$ cat src/rtl/jtframe_mixer_agc.sv
// Automatic gain control for one mixer channel: soft start, fast attack on peak, hold, slow release.
// Optional stretched clip indicator built when JTFRAME_AGC_LED_EN is defined; otherwise peak_led is 0.
module jtframe_mixer_agc #(
    parameter logic [7:0] GMIN     = 8'h04,
    parameter logic [7:0] ATT_STEP = 8'h02,
    parameter int         HOLD_LEN = 1024,
    parameter int         REL_DIV  = 64,
    parameter int         LED_LEN  = 4096
)(
    input  logic       clk,
    input  logic       rst_n,
    input  logic       cen,
    input  logic [7:0] gain_set,
    input  logic       peak,
    output logic [7:0] gain_out,
    output logic       limiting,
    output logic       peak_led
);

    localparam int HW = (HOLD_LEN > 1) ? $clog2(HOLD_LEN) : 1;
    localparam int RW = (REL_DIV  > 1) ? $clog2(REL_DIV)  : 1;
    localparam logic [HW-1:0] HOLD_LAST = HW'(HOLD_LEN - 1);
    localparam logic [RW-1:0] REL_LAST  = RW'(REL_DIV - 1);

    typedef enum logic [1:0] {RAMP, STEADY, ATTACK, HOLD} state_t;

    state_t        st, st_nx;
    logic [HW-1:0] hold_cnt, hold_nx;
    logic [RW-1:0] rel_cnt, rel_nx;
    logic [7:0]    gain_nx, tgt, flr, att_gain;
    logic [8:0]    dec;

    assign tgt = gain_set;
    assign flr = (GMIN < gain_set) ? GMIN : gain_set;
    // 9-bit subtract so an underflow lands on the floor instead of wrapping to a loud gain
    assign dec      = {1'b0, gain_out} - {1'b0, ATT_STEP};
    assign att_gain = (dec[8] || dec[7:0] < flr) ? flr : dec[7:0];

    always_comb begin
        st_nx   = st;
        gain_nx = gain_out;
        hold_nx = hold_cnt;
        rel_nx  = rel_cnt;
        if (gain_out > tgt) begin
            gain_nx = tgt;
            if (st == RAMP || st == STEADY) st_nx = STEADY;
        end else if (peak) begin
            st_nx   = ATTACK;
            gain_nx = att_gain;
            hold_nx = '0;
        end else begin
            case (st)
                RAMP: begin
                    if (gain_out == tgt) begin
                        st_nx = STEADY;
                    end else if (rel_cnt == REL_LAST) begin
                        rel_nx  = '0;
                        gain_nx = gain_out + 8'd1;
                        if (gain_out + 8'd1 == tgt) st_nx = STEADY;
                    end else begin
                        rel_nx = rel_cnt + 1'b1;
                    end
                end
                STEADY: begin
                    if (gain_out < tgt) begin
                        st_nx  = RAMP;
                        rel_nx = '0;
                    end
                end
                ATTACK: begin
                    st_nx   = HOLD;
                    hold_nx = '0;
                end
                HOLD: begin
                    if (hold_cnt == HOLD_LAST) begin
                        st_nx  = RAMP;
                        rel_nx = '0;
                    end else begin
                        hold_nx = hold_cnt + 1'b1;
                    end
                end
                default: st_nx = RAMP;
            endcase
        end
    end

    always_ff @(posedge clk or negedge rst_n) begin
        if (!rst_n) begin
            st       <= RAMP;
            gain_out <= 8'd0;
            hold_cnt <= '0;
            rel_cnt  <= '0;
            limiting <= 1'b0;
        end else if (cen) begin
            st       <= st_nx;
            gain_out <= gain_nx;
            hold_cnt <= hold_nx;
            rel_cnt  <= rel_nx;
            limiting <= (st_nx == ATTACK) || (st_nx == HOLD);
        end
    end

`ifdef JTFRAME_AGC_LED_EN
    localparam int LW = (LED_LEN > 1) ? $clog2(LED_LEN) : 1;
    logic [LW-1:0] led_cnt;

    always_ff @(posedge clk or negedge rst_n) begin
        if (!rst_n) begin
            led_cnt  <= '0;
            peak_led <= 1'b0;
        end else if (cen) begin
            if (peak) begin
                led_cnt  <= LW'(LED_LEN - 1);
                peak_led <= 1'b1;
            end else if (led_cnt != '0) begin
                led_cnt <= led_cnt - 1'b1;
            end else begin
                peak_led <= 1'b0;
            end
        end
    end
`else
    assign peak_led = 1'b0;
`endif

endmodule

$ cat config.mk
export PLATFORM = sky130hd
export DESIGN_NAME = jtframe_mixer_agc
export DESIGN_NICKNAME = d
export VERILOG_FILES = /design/src/rtl/jtframe_mixer_agc.sv
export SDC_FILE = /design/constraint.sdc
export NUM_CORES = 1
export LEC_CHECK = 0
export ABC_CLOCK_PERIOD_IN_PS = 2700
export CAP_MARGIN = 20
export CORE_MARGIN = 3
export CORE_UTILIZATION = 50
export CTS_CLUSTER_SIZE = 24
export DETAILED_ROUTE_END_ITERATION = 8
export MAX_ROUTING_LAYER = met4
export PLACE_DENSITY_LB_ADDON = 0.12
export SLEW_MARGIN = 20
export SYNTH_ARGS = -nofsm -noshare
export SYNTH_HDL_FRONTEND = slang
export SYNTH_SLANG_ARGS = --single-unit
$ cat constraint.sdc
create_clock -name clk -period 2.7 [get_ports clk]
set_clock_uncertainty 0.15 [all_clocks]
set_input_delay 0.675 -clock clk [delete_from_list [all_inputs] [get_ports clk]]
set_output_delay 0.675 -clock clk [all_outputs]
set_load 0.01 [all_outputs]
After elaboration in Yosys (flattened, before gate mapping)
Cells that the tools add are included.
- bitwise gates (word level): 2
- magnitude comparators: 4
- $add $sub $neg: 4
- reduce and logical (&&, ||, !) cells: 11
- eq/ne operators: 14
- muxes and demuxes: 24
- operator list (cell ; number):
    $mux W8 ; 7
    $mux W6 ; 4
    $mux W10 ; 2
    $pmux W10 S2 ; 1
    $pmux W6 S3 ; 1
    $eq A8 B8 Y1 ; 2
    $lt A8 B8 Y1 ; 2
    $mux W2 ; 8
    $reduce_bool A3 Y1 ; 4
    $add A10 B1 Y10 const B ; 1
    $eq A10 B10 Y1 const B ; 1
    $sub A8 B2 Y9 const B ; 1
    $add A8 B1 Y8 const B ; 1
    $eq A2 B2 Y1 const B ; 4
    $gt A8 B8 Y1 ; 1
    $lt A3 B8 Y1 const A ; 1
    $pmux W2 S4 ; 1
    $reduce_and A4 Y1 ; 2
    $reduce_and A7 Y1 ; 1
    $add A6 B1 Y6 const B ; 1
    $eq A6 B6 Y1 const B ; 1
    $ne A3 B3 Y1 const B ; 2
    $ne A2 B2 Y1 const B ; 2
    $logic_or A1 B1 Y1 ; 3
    4 further kinds ; 5
- bits in registers: 27
- output and inout bits: 10
- input port bits: 12

Depth between registers and ports, before layout
- depth after elaboration: 10
- mapped depth: 13
- gate-level depth less buffers: 12

Worst setup path before layout
No wires, ideal clock.
- path kind: in2reg
- start: input gain_set[5]
- end: register gain_out[1]
- setup time: 0.137 ns
- arrival: 2.839 ns
- stages: 11
- setup slack: -0.426 ns
- required time: 2.413 ns
- cells stage by stage: or4_1 > nor3_1 > nand2_1 > ha_1 > and3_1 > o21ai_1 > a21oi_1 > nor2_2 > buf_6 > a311oi_1 > o211ai_1
- cells in the longest elaborated chain, start to end: 7
- elaborated cells between the ends (all ways): 13
- those cells by class: order compare (3); eq/ne (2); mux (4); reduce/logical (4)
- RTL lines (what ; line ; RTL):
    start, declared ; 13 ; input logic [7:0] gain_set,
    $lt A3 B8 Y1 ; 34 ; assign flr = (GMIN < gain_set) ? GMIN : gain_set;
    $mux W8 ; 34 ;
    $lt A8 B8 Y1 ; 37 ; assign att_gain = (dec[8] || dec[7:0] < flr) ? flr : dec[7:0];
    $logic_or A1 B1 Y1 ; 37 ;
    $mux W8 ; 37 ;
    $mux W8 ; 47 ; end else if (peak) begin
    $mux W8 ; 44 ; if (gain_out > tgt) begin
    end signal, assigned ; 96 ; gain_out <= gain_nx;
    end, declared ; 15 ; output logic [7:0] gain_out,
Several ways; a longest one is shown, not always the timed one.
A chain may end at the register's enable or synchronous reset.

Worst setup path after layout
- start: register gain_out[3]
- end: register gain_out[3]
- cells in the longest elaborated chain, start to end: 6
- elaborated cells between the ends (all ways): 16
- those cells by class: add/sub (2); order compare (2); eq/ne (2); mux (6); reduce/logical (4)
- RTL lines (what ; line):
    $sub A8 B2 Y9 or $add A8 B1 Y8 (tied branches) ; 36, 58
    $lt A8 B8 Y1 or $mux W8 (tied branches) ; 37, 56
    $logic_or A1 B1 Y1 or $mux W8 (tied branches) ; 37, 54
    $mux W8 (on tied branches) ; 37, 52
    $mux W8 ; 47
    $mux W8 ; 44
Several ways; a longest one is shown, not always the timed one. The select of a mux whose other input is x is not followed.

==> flow_metrics.tcl <==
set metrics [dict create \
    setup_ws_ps -356 \
    syn-cell-area_um2 2480 \
    p_per_area_nw_per_um2 1010 \
    grt_pass1_vias 2731 \
    wirelength_mm 9.08 \
    crit_arrival_ps 3140 \
    grt.total_usage_pct 29.5 \
    coreArea_um2 4560 \
    muxShareOfSynthArea_pct 1.62 \
    synth_top_family_by_area "compound AO/OA/AOI/OAI gates" \
    synth-xor-area-share_pct 5.65 \
    netlist_top_cells_area "dfrtp_1 (27%), ha_1 (10%), o31ai_1 (4.2%)" \
    synth_edf_count 0 \
    seqCellArea_um2 676 \
    n_antenna_cell 0 \
    ant_nets 0 \
    netlist.area_leader.share_pct 27.3 \
    die_width_um 76.4 \
    dp_slack_ps -882 \
    design_area_um2 3780 \
    syn_to_final_growth_pct 52.5 \
    setup_viol 17 \
    ctsRootBufferMaster "clkbuf_8" \
    clock-sinks 27 \
    power.leakage_nw 1.67 \
    grt_pass1_wl_mm 13.7 \
    synth.distinct_cells 63 \
    synthCells 301 \
    pwr-share-seq_pct 17.0 \
    synthAdderAreaFrac_pct 10.1 \
    multi_input_area_um2 2070 \
    clockBufferDepth 2 \
    die_h_um 76.4 \
    netSwitchingPower_mw 1.78 \
    status "complete, but fails checks" \
    cts_tree "built" \
    clkPwrFrac_pct 7.1 \
    fmax_mhz 327 \
    portBuffers 20 \
    yosys.area_share.simple_pct 23.1 \
    path_clk_slew_ps 120 \
    p_int_mw 2.04 \
    start_kind "register" \
    ys_async_sr_fraction_pct 100 \
    rsz0062_at_grt "true" \
    pin_count 22 \
    hp-class "register to register" \
    slew_violations 0 \
    fin_crit_ps 3060 \
    fin_crit_sh_pct 113 \
    initial_core_util_pct 54.3 \
    final-hold-violation-count 0 \
    yosysTopAreaCell "dfrtp_1" \
    ys.flop_type "dfrtp_1" \
    vias 2932 \
    grt-ovfl-total 0 \
    grt_max_degree 28 \
    die_area_um2 5840 \
    rows 24 \
    final_util_pct 82.8 \
    clk_latency_ps 290 \
    p_comb_share_pct 75.9 \
    switching_share_pct 46.5 \
    irDropWorstVdd_mv 0.682 \
    ys_seq_area_share_pct 27.3 \
    max_cap_viol_count 0 \
    drc 0 \
    htree_levels 1 \
    drive_gt1_share_pct 39.0 \
    routed_via_density 6.37 \
    gp_congestion 0.915 \
    numCtsBuffers 3 \
    yosys_register_bits 27 \
    placed_area_um2 3200 \
    n_fill_cell 280 \
    synth_compound_area_share_pct 26.4 \
    endpoint_kind "register" \
    hpwl_mm 5.31 \
    crit_type "register to register" \
    synthesis.yosys.warnings 0 \
    layout_common_cells "buf_4 (72), dfrtp_1 (27), nand2_1 (22)" \
    antenna_found_initial 0 \
    worstPathRequired_ps 2780 \
    dr.pass1.iters 6 \
    syn_avg_cell_area_um2 8.23 \
    final_common_cell "buf_4" \
    drt-initial-drc-count 404 \
    path_max_fanout 7 \
    nets 428 \
    violations "setup timing" \
    routedWlPerCell_um 19.7 \
]
[flip-flops by register name, summed over array words and instances (netlist names)]
register  flops
gain_out      8
st            2
rel_cnt       6
limiting      1
hold_cnt     10
[cell usage after synthesis, types with 8 or more instances]
| cell | instances |
|---|---|
| nand3_1 | 10 |
| nand2_1 | 24 |
| and3_1 | 8 |
| o31ai_1 | 14 |
| clkbuf_1 | 10 |
| ha_1 | 20 |
| o21ai_1 | 9 |
| nor2_1 | 20 |
| xnor2_1 | 9 |
| inv_1 | 14 |
| a21oi_1 | 14 |
| dfrtp_1 | 27 |
[final timing paths]
| path | slack (ps) | from | end | cells past startpoint |
|---|---|---|---|---|
| max in group asynchronous | 1500 | rst_n | rel_cnt[4]$_DFFE_PN0P_ | 2 |
| setup / recovery | -360 | gain_out[3]$_DFFE_PN0P_ | gain_out[3]$_DFFE_PN0P_ | 12 |
| min in group asynchronous | 620 | rst_n | limiting$_DFFE_PN0P_ | 2 |
| hold / removal | 330 | hold_cnt[9]$_DFFE_PN0P_ | hold_cnt[9]$_DFFE_PN0P_ | 1 |
| setup reg to reg | -360 | gain_out[3]$_DFFE_PN0P_ | gain_out[3]$_DFFE_PN0P_ | 12 |
| hold reg to reg | 330 | hold_cnt[9]$_DFFE_PN0P_ | hold_cnt[9]$_DFFE_PN0P_ | 1 |
[routing by layer]
layer	wire (um)	track usage, %	share of wire (%)
met1	3700	39.1	41
met5	0	-	0
met4	356	9.60	3.9
met2	4290	46.9	47
met3	733	3.55	8.1
[final cells by class]
| class | instances | area share (%) |
|---|---|---|
| clock inverter | 1 | 0.232 |
| timing repair buffer | 103 | 22.4 |
| inverter | 14 | 1.39 |
| clock buffer | 3 | 1.09 |
| tap | 65 | 2.15 |
| sequential | 27 | 17.9 |
| multi-input combinational | 247 | 54.9 |
[through the flow]
stage	std cells	hold WS, ps	TNS [ps]	power [mW]
3_5_place_dp	431	323	-18480	2.73
2_1_floorplan	305	229	-2020	1.94
4_1_cts	456	334	-831	3.29
6_report	460	333	-3140	3.82
5_1_grt	460	348	-4760	4.03
3_3_place_gp	431	321	-17170	2.69
[cell families (layout without fill, tap and decap cells)]
logic type | Yosys count | after routing
xor+xnor | 16 | 16
compound gates | 93 | 93
other cells | 2 | 6
buf+inv | 31 | 121
fa+ha+maj | 20 | 20
simple gates | 108 | 108
mux | 4 | 4
flops | 27 | 27
[repair_timing]
action,4_1_cts,5_1_grt
buffers inserted,22,6
gates resized for setup,52,48
pin swaps,27,27
endpoints found under the setup margin,27,22
hold buffers,0,0
hold endpoints to repair,0,0
[power groups by stage]
stage                     Combinational (mW)  Sequential, mW  Clock [mW]
after floorplan                         1.29           0.642           0
after global placement                  2.07           0.625           0
after detailed placement                2.11           0.628           0
after CTS                               2.40           0.620       0.269
after global routing                    3.08           0.665       0.286
final                                   2.90           0.650       0.271
[worst max-delay path: stages (launching register included)]
cell	delay [ps]
dfrtp_1	450
or3_4	410
or3_4	360
xnor2_2	140
ha_1	290
and4_1	180
o31ai_2	80
a21oi_2	210
nor2_4	70
buf_6	140
buf_4	130
o31ai_2	180
a22o_1	200
No activity file was read; power rests on OpenSTA's default activity.
